### config.mk
export PLATFORM = sky130hd
export DESIGN_NAME = noc_local_injector
export DESIGN_NICKNAME = d
export VERILOG_FILES = /design/src/rtl/noc_pkg.sv /design/src/rtl/noc_credit_counter.sv /design/src/rtl/noc_local_injector.sv
export SDC_FILE = /design/constraint.sdc
export NUM_CORES = 1
export LEC_CHECK = 0
export ABC_AREA = 1
export CAP_MARGIN = 20
export CORE_UTILIZATION = 33
export DETAILED_ROUTE_END_ITERATION = 7
export GPL_ROUTABILITY_DRIVEN = 0
export GPL_TIMING_DRIVEN = 0
export SLEW_MARGIN = 20
export SYNTH_ARGS = -nofsm -noshare
export SYNTH_HDL_FRONTEND = slang
export SYNTH_SLANG_ARGS = --single-unit
### constraint.sdc
create_clock -name clk -period 5.73 [get_ports clk]
set_input_delay 0.573 -clock clk [delete_from_list [all_inputs] [get_ports clk]]
set_output_delay 0.573 -clock clk [all_outputs]
set_load 0.01 [all_outputs]
### src/rtl/noc_pkg.sv
// Shared NoC definitions: flit layout, flit type codes, head field positions and
// the injector FSM state type. Reused by the router wrapper and NI receiver.
package noc_pkg;

  localparam int FLIT_W = 35;

  localparam logic [1:0] FT_BODY = 2'b00;
  localparam logic [1:0] FT_HEAD = 2'b01;
  localparam logic [1:0] FT_TAIL = 2'b10;

  localparam int FT_MSB = 34;
  localparam int FT_LSB = 33;

  localparam int HEAD_DST_X_LSB = 6;
  localparam int HEAD_DST_Y_LSB = 4;
  localparam int HEAD_SRC_X_LSB = 2;
  localparam int HEAD_SRC_Y_LSB = 0;

  typedef enum logic {
    INJ_IDLE = 1'b0,
    INJ_DATA = 1'b1
  } inj_state_t;

  // Head payload holds only the four coordinates; every other bit stays zero.
  function automatic logic [FLIT_W-1:0] make_head(input logic [1:0] dst_x,
                                                  input logic [1:0] dst_y,
                                                  input logic [1:0] src_x,
                                                  input logic [1:0] src_y);
    logic [FLIT_W-1:0] f;
    f = '0;
    f[FT_MSB:FT_LSB]           = FT_HEAD;
    f[HEAD_DST_X_LSB +: 2]     = dst_x;
    f[HEAD_DST_Y_LSB +: 2]     = dst_y;
    f[HEAD_SRC_X_LSB +: 2]     = src_x;
    f[HEAD_SRC_Y_LSB +: 2]     = src_y;
    return f;
  endfunction

endpackage

### src/rtl/noc_credit_counter.sv
// Per-VC credit counter: starts full, counts down on emit, up on OACK, saturates
// at BUF_DEPTH and flags a sticky overflow when an OACK arrives while full.
module noc_credit_counter #(
  parameter int BUF_DEPTH = 4
) (
  input  logic                             clk,
  input  logic                             RST_,
  input  logic                             dec,
  input  logic                             inc,
  output logic [$clog2(BUF_DEPTH+1)-1:0]   cnt,
  output logic                             nonzero,
  output logic                             ovf
);

  localparam int CW = $clog2(BUF_DEPTH+1);
  localparam logic [CW-1:0] FULL = CW'(BUF_DEPTH);

  always_ff @(posedge clk or negedge RST_) begin
    if (!RST_) begin
      cnt <= FULL;
      ovf <= 1'b0;
    end else begin
      case ({dec, inc})
        2'b10: begin
          if (cnt != '0) cnt <= cnt - CW'(1);
        end
        2'b01: begin
          if (cnt == FULL) ovf <= 1'b1;
          else             cnt <= cnt + CW'(1);
        end
        default: ;  // idle, or emit and return cancel out
      endcase
    end
  end

  assign nonzero = (cnt != '0);

endmodule

### src/rtl/noc_local_injector.sv
// Local-port packet injector: head flit then one flit per core word, credit-based
// flow control per VC. Optional NOC_INJ_STATS_EN adds pkt_cnt / stall_cnt outputs.
//
// Core handshake: a word transfers on a cycle where pkt_valid && pkt_ready are both
// high; pkt_ready is only ever high in DATA and never depends on pkt_valid.
module noc_local_injector
  import noc_pkg::*;
#(
  parameter int BUF_DEPTH = 4,
  parameter int NUM_VC    = 2
) (
  input  logic                             clk,
  input  logic                             RST_,
  input  logic [1:0]                       MY_XPOS,
  input  logic [1:0]                       MY_YPOS,
  input  logic                             pkt_valid,
  output logic                             pkt_ready,
  input  logic [31:0]                      pkt_data,
  input  logic                             pkt_last,
  input  logic                             pkt_vc,
  input  logic [1:0]                       pkt_dst_x,
  input  logic [1:0]                       pkt_dst_y,
  output logic [FLIT_W-1:0]                IDATA,
  output logic                             IVALID,
  output logic                             IVCH,
  input  logic [1:0]                       OACK,
  input  logic [1:0]                       ORDY,
  output logic                             cred_err,
  output inj_state_t                       dbg_state,
  output logic [$clog2(BUF_DEPTH+1)-1:0]   dbg_cred0,
  output logic [$clog2(BUF_DEPTH+1)-1:0]   dbg_cred1
`ifdef NOC_INJ_STATS_EN
  ,
  output logic [15:0]                      pkt_cnt,
  output logic [15:0]                      stall_cnt
`endif
);

  localparam int CW = $clog2(BUF_DEPTH+1);

  inj_state_t        state_q, state_d;
  logic              vc_q;
  logic              emit;
  logic              emit_vc;
  logic              ready;
  logic [FLIT_W-1:0] flit_d;

  logic [NUM_VC-1:0] dec;
  logic [NUM_VC-1:0] cred_nz;
  logic [NUM_VC-1:0] cred_ovf;
  logic [NUM_VC-1:0] can_send;
  logic [CW-1:0]     cred [NUM_VC];

  for (genvar v = 0; v < NUM_VC; v++) begin : g_vc
    assign dec[v] = emit && (int'(emit_vc) == v);

    noc_credit_counter #(
      .BUF_DEPTH (BUF_DEPTH)
    ) u_cred (
      .clk     (clk),
      .RST_    (RST_),
      .dec     (dec[v]),
      .inc     (OACK[v]),
      .cnt     (cred[v]),
      .nonzero (cred_nz[v]),
      .ovf     (cred_ovf[v])
    );
  end

  // Registered credit view: a counter hitting zero blocks the very next decision.
  assign can_send = cred_nz & ORDY;

  always_comb begin
    state_d = state_q;
    emit    = 1'b0;
    emit_vc = vc_q;
    ready   = 1'b0;
    flit_d  = '0;
    case (state_q)
      INJ_IDLE: begin
        if (pkt_valid && can_send[pkt_vc]) begin
          emit    = 1'b1;
          emit_vc = pkt_vc;
          flit_d  = make_head(pkt_dst_x, pkt_dst_y, MY_XPOS, MY_YPOS);
          state_d = INJ_DATA;
        end
      end
      INJ_DATA: begin
        ready = can_send[vc_q];
        if (pkt_valid && ready) begin
          emit   = 1'b1;
          flit_d = {(pkt_last ? FT_TAIL : FT_BODY), 1'b0, pkt_data};
          if (pkt_last) state_d = INJ_IDLE;
        end
      end
      default: state_d = INJ_IDLE;
    endcase
  end

  always_ff @(posedge clk or negedge RST_) begin
    if (!RST_) begin
      state_q <= INJ_IDLE;
      vc_q    <= 1'b0;
      IVALID  <= 1'b0;
      IDATA   <= '0;
      IVCH    <= 1'b0;
    end else begin
      state_q <= state_d;
      IVALID  <= emit;
      if (emit && (state_q == INJ_IDLE)) vc_q <= pkt_vc;
      if (emit) begin
        IDATA <= flit_d;
        IVCH  <= emit_vc;
      end
    end
  end

`ifdef NOC_INJ_STATS_EN
  always_ff @(posedge clk or negedge RST_) begin
    if (!RST_) begin
      pkt_cnt   <= '0;
      stall_cnt <= '0;
    end else begin
      if (emit && (flit_d[FT_MSB:FT_LSB] == FT_TAIL)) pkt_cnt <= pkt_cnt + 16'd1;
      if (pkt_valid && !emit)                         stall_cnt <= stall_cnt + 16'd1;
    end
  end
`endif

  assign pkt_ready = ready;
  assign cred_err  = |cred_ovf;
  assign dbg_state = state_q;
  assign dbg_cred0 = cred[0];
  assign dbg_cred1 = cred[1];

endmodule

==> results.tsv, run 1 <==
metric	value	unit
post-CTS resize count	0	
Lkg Pwr	1.62	nW
Worst slew margin	57.6	%
post-synth cell types	26	
share of cells above drive strength 1	11.1	%
flop-to-flop setup slack	3.14	ns
r2r worst-path depth	14	
Via Count	1971	
Post-Synth Adder-Cell Area	4.06	%
outcome	finished, violations left	
sw power	567	µW
worst flop-to-flop path startpoint	g_vc[0].u_cred.cnt[0]	
largest net degree at the start of global routing	26	
Peak supply drop	0.216	mV
hold_buf cts	0	
post-place setup slack	2.68	ns
register area share after synthesis	51.9	%
Top cell by count, worst path	nand2_1	
Synth area leader	dfrtp_1	
Post-CTS Setup Inserts	0	
antenna-violating nets left	0	
H-tree Lvls	2	
grt ovf	0	
CP Cell Sequence	clkdlybuf4s50_1 > inv_1 > nor2_2 > nand3_2 > nand2_1 > nand2_1 > nand2_1 > ha_1 > inv_1 > fa_1 > xor2_1 > nor2_1 > xor2_1	
CP startpoint kind	input port	
Sequential Area	1150	µm²
setup violation total in the final timing report	0	
TritonCTS clock tree	yes	
Compound-Gate Fraction of Synth Area	0.901	%
fin. max-slew vios	0	
initial antenna violation count	0	
CTS max path bufs	2	
setup_tns	0	ns
area grow syn2layout	52.2	%
non-filler instance count after layout	419	
Critical Path Sink Type	register	
Final nets	396	
die height	84.0	µm
Ant. Diodes	0	
first-pass GRT wire length	9180	µm
Worst Path Required	5.96	ns
failing checks	DRC	
XOR/XNOR Fraction of Synth Area	2.37	%
Clock Power Share	14.9	%
post-synth top area share	49.6	%
Net Sw Frac	36.7	%
I/O pins	95	
Clk Tree Root Cell	clkbuf_8	
total die area	7060	µm²
Post-Syn Area	2220	µm²
RSZ-0062 raised after global routing	false	
internal power	977	µW
sequential share of power	36.1	%
Tmin final	2.78	ns
crit path kind	input port to register	
FF+latch count, synth	46	
Worst Hold Class	input port to async pin	
slowest stage cell, crit path	clkdlybuf4s50_1	
area of the multi-input gates	893	µm²
Mapped Cells	240	
row cnt	29	
Final Cycle Share	48.5	%
post-synthesis mux area share	0	%
DP HPWL	4180	µm
Worst EP arrival	3.01	ns
Avg Cell Area, Syn	9.25	µm²
Final Hold Violating Endpoints	0	
Comb power frac	49.0	%
Worst-Margin Slew	0.636	ns
DRC	8	
CTS Sinks	46	
global-route usage over all layers	16.5	%
Placed Instances	411	
synthesized net count	295	
final WL	5630	µm
Worst Clk Skew	0.00383	ns
MaxCap Viol Count	0	
Pre-Repair DR Iteration Count	6	
Reg-to-Reg End	g_vc[1].u_cred.cnt[2]	
die width	84.0	µm
Synth area leaders	dfrtp_1 50%, nand2_1 11%, nand3_1 11%	
initial drt markers	77	
max incr delay on CP	0.47	ns
pwr dens	457	nW/µm²
simple-gate share of the synthesized area	32.7	%
f_max	360	MHz
number of global-route vias before repair	1935	
vias per cell	4.70	
main combinational cell family by area after synthesis	simple AND/OR/NAND/NOR gates	
clk_lat worst skew	0.29	ns
CP Max Fanout	10	
CTS Buf Count	5	
Port Buffers	93	
Clock Pin Slew Worst Setup and Hold Paths	0.08	ns
PnR worst setup slack	2.95	ns
wire per inst	13.4	µm
YS warnings	0	
core box area	6420	µm²
initial core utilization	34.6	%
fill cell count	605	
-- layout make-up --
| cell class | count | area share (%) |
|---|---|---|
| Tap cell | 77 | 2.85 |
| Inverter | 19 | 2.18 |
| Clock buffer | 8 | 3.26 |
| Timing Repair Buffer | 94 | 28.2 |
| Multi-Input combinational cell | 163 | 26.4 |
| Buffer | 12 | 2.96 |
| Sequential cell | 46 | 34.1 |
-- metal layers --
metal | global-route usage, % | share of wire, % | wire, µm | up-vias
li1 | - | - | - | 991
met1 | 21.5 | 46 | 2600 | 909
met2 | 27.2 | 47 | 2630 | 66
met3 | 4.15 | 5.9 | 332 | 5
met4 | 4.70 | 1.2 | 65 | 0
met5 | 0 | 0 | 0 | -
-- synth_stat cells (all sizes together) --
master   n
xnor2    2
dfrtp   44
nor2     5
dfstp    2
a21oi    1
fa       2
nand3b   2
conb     1
o21ai    3
inv     19
nand4   17
clkbuf   2
ha       4
buf     10
nand3   51
xor2     4
nand2   71
-- critical path, delay by kind of cell --
| family | cells | cell delay [ns] |
|---|---|---|
| buffers and inverters | 3 | 0.59 |
| adder cells (fa/ha/maj) | 2 | 0.61 |
| AND/OR/NAND/NOR | 6 | 0.91 |
| XOR/XNOR | 2 | 0.31 |
-- placed cells by master, fill, tap and decap left out, types with 3 or more instances in the layout --
cell type and instances:
clkdlybuf4s50_1 92, nand4_1 17, nand2_4 3, nand2_1 65, dfrtp_1 44, nand3_1 47
nand3_2 3, buf_6 6, ha_1 4, clkbuf_8 8, o21ai_0 3, nor2_2 3
xor2_1 4, inv_1 16, buf_2 3, nand2_2 3
-- worst max path at each step --
stage | start | to
2_1_floorplan | g_vc[0].u_cred.cnt[0] | g_vc[1].u_cred.cnt[2]
3_3_place_gp | pkt_valid | g_vc[1].u_cred.cnt[2]
3_5_place_dp | pkt_valid | g_vc[1].u_cred.cnt[2]
4_1_cts | pkt_valid | g_vc[1].u_cred.cnt[2]
5_1_grt | pkt_valid | g_vc[1].u_cred.cnt[2]
6_report | pkt_valid | g_vc[1].u_cred.cnt[2]
-- state kept, by name, summed over array words and instances, names as in the netlist --
signal and count:
dbg_state 1, IVCH 1, vc_q 1, g_vc.u_cred.cnt 6, IDATA 34, IVALID 1, g_vc.u_cred.ovf 2
-- metrics by stage --
| stage | hold WS, ns | total power [mW] | instance area [µm²] | util (%) |
|---|---|---|---|---|
| after global routing | 0.313 | 1.66 | 3380 | 52.6 |
| after floorplan | 0.277 | 0.942 | 2220 | - |
| after detailed placement | 0.445 | 1.33 | 3270 | 50.9 |
| after CTS | 0.309 | 1.56 | 3380 | 52.6 |
| after global placement | 0.435 | 1.31 | 3250 | 50.6 |
| final | 0.287 | 1.54 | 3380 | 52.6 |
-- power by group through the flow --
stage | combinational, mW | sequential (mW) | clock (mW)
4_1_cts | 0.767 | 0.560 | 0.237
6_report | 0.757 | 0.557 | 0.230
5_1_grt | 0.832 | 0.579 | 0.250
2_1_floorplan | 0.330 | 0.612 | 0
3_5_place_dp | 0.764 | 0.565 | 0
3_3_place_gp | 0.750 | 0.562 | 0
-- logic make-up after synthesis --
| family | after synthesis |
|---|---|
| XOR/XNOR | 6 |
| AO/OA/AOI/OAI | 4 |
| flip-flops | 46 |
| other | 1 |
| buffers and inverters | 31 |
| AND/OR/NAND/NOR | 146 |
| adder cells (fa/ha/maj) | 6 |
Note: power is estimated with default switching activity, not from simulation.
==> inputs of run 2 (changes only) <==
Clock period 5.73 ns to 2.9 ns, I/O delays scaled along.
==> results of run 2 <==
Same layout as run 1 (identical final DEF). Status: finished, violations left: DRC.
Main changes from that run: setup slack after placement 2.68 ns -> 0.129 ns; setup slack after layout 2.95 ns -> 0.306 ns; hold slack 0.287 ns -> 0.00402 ns; start point of the critical path pkt_valid -> g_vc[0].u_cred.cnt[0]; register-to-register setup slack 3.14 ns -> 0.31 ns; total power 1.54 mW -> 3.05 mW; worst IR drop on VDD 0.216 mV -> 0.427 mV
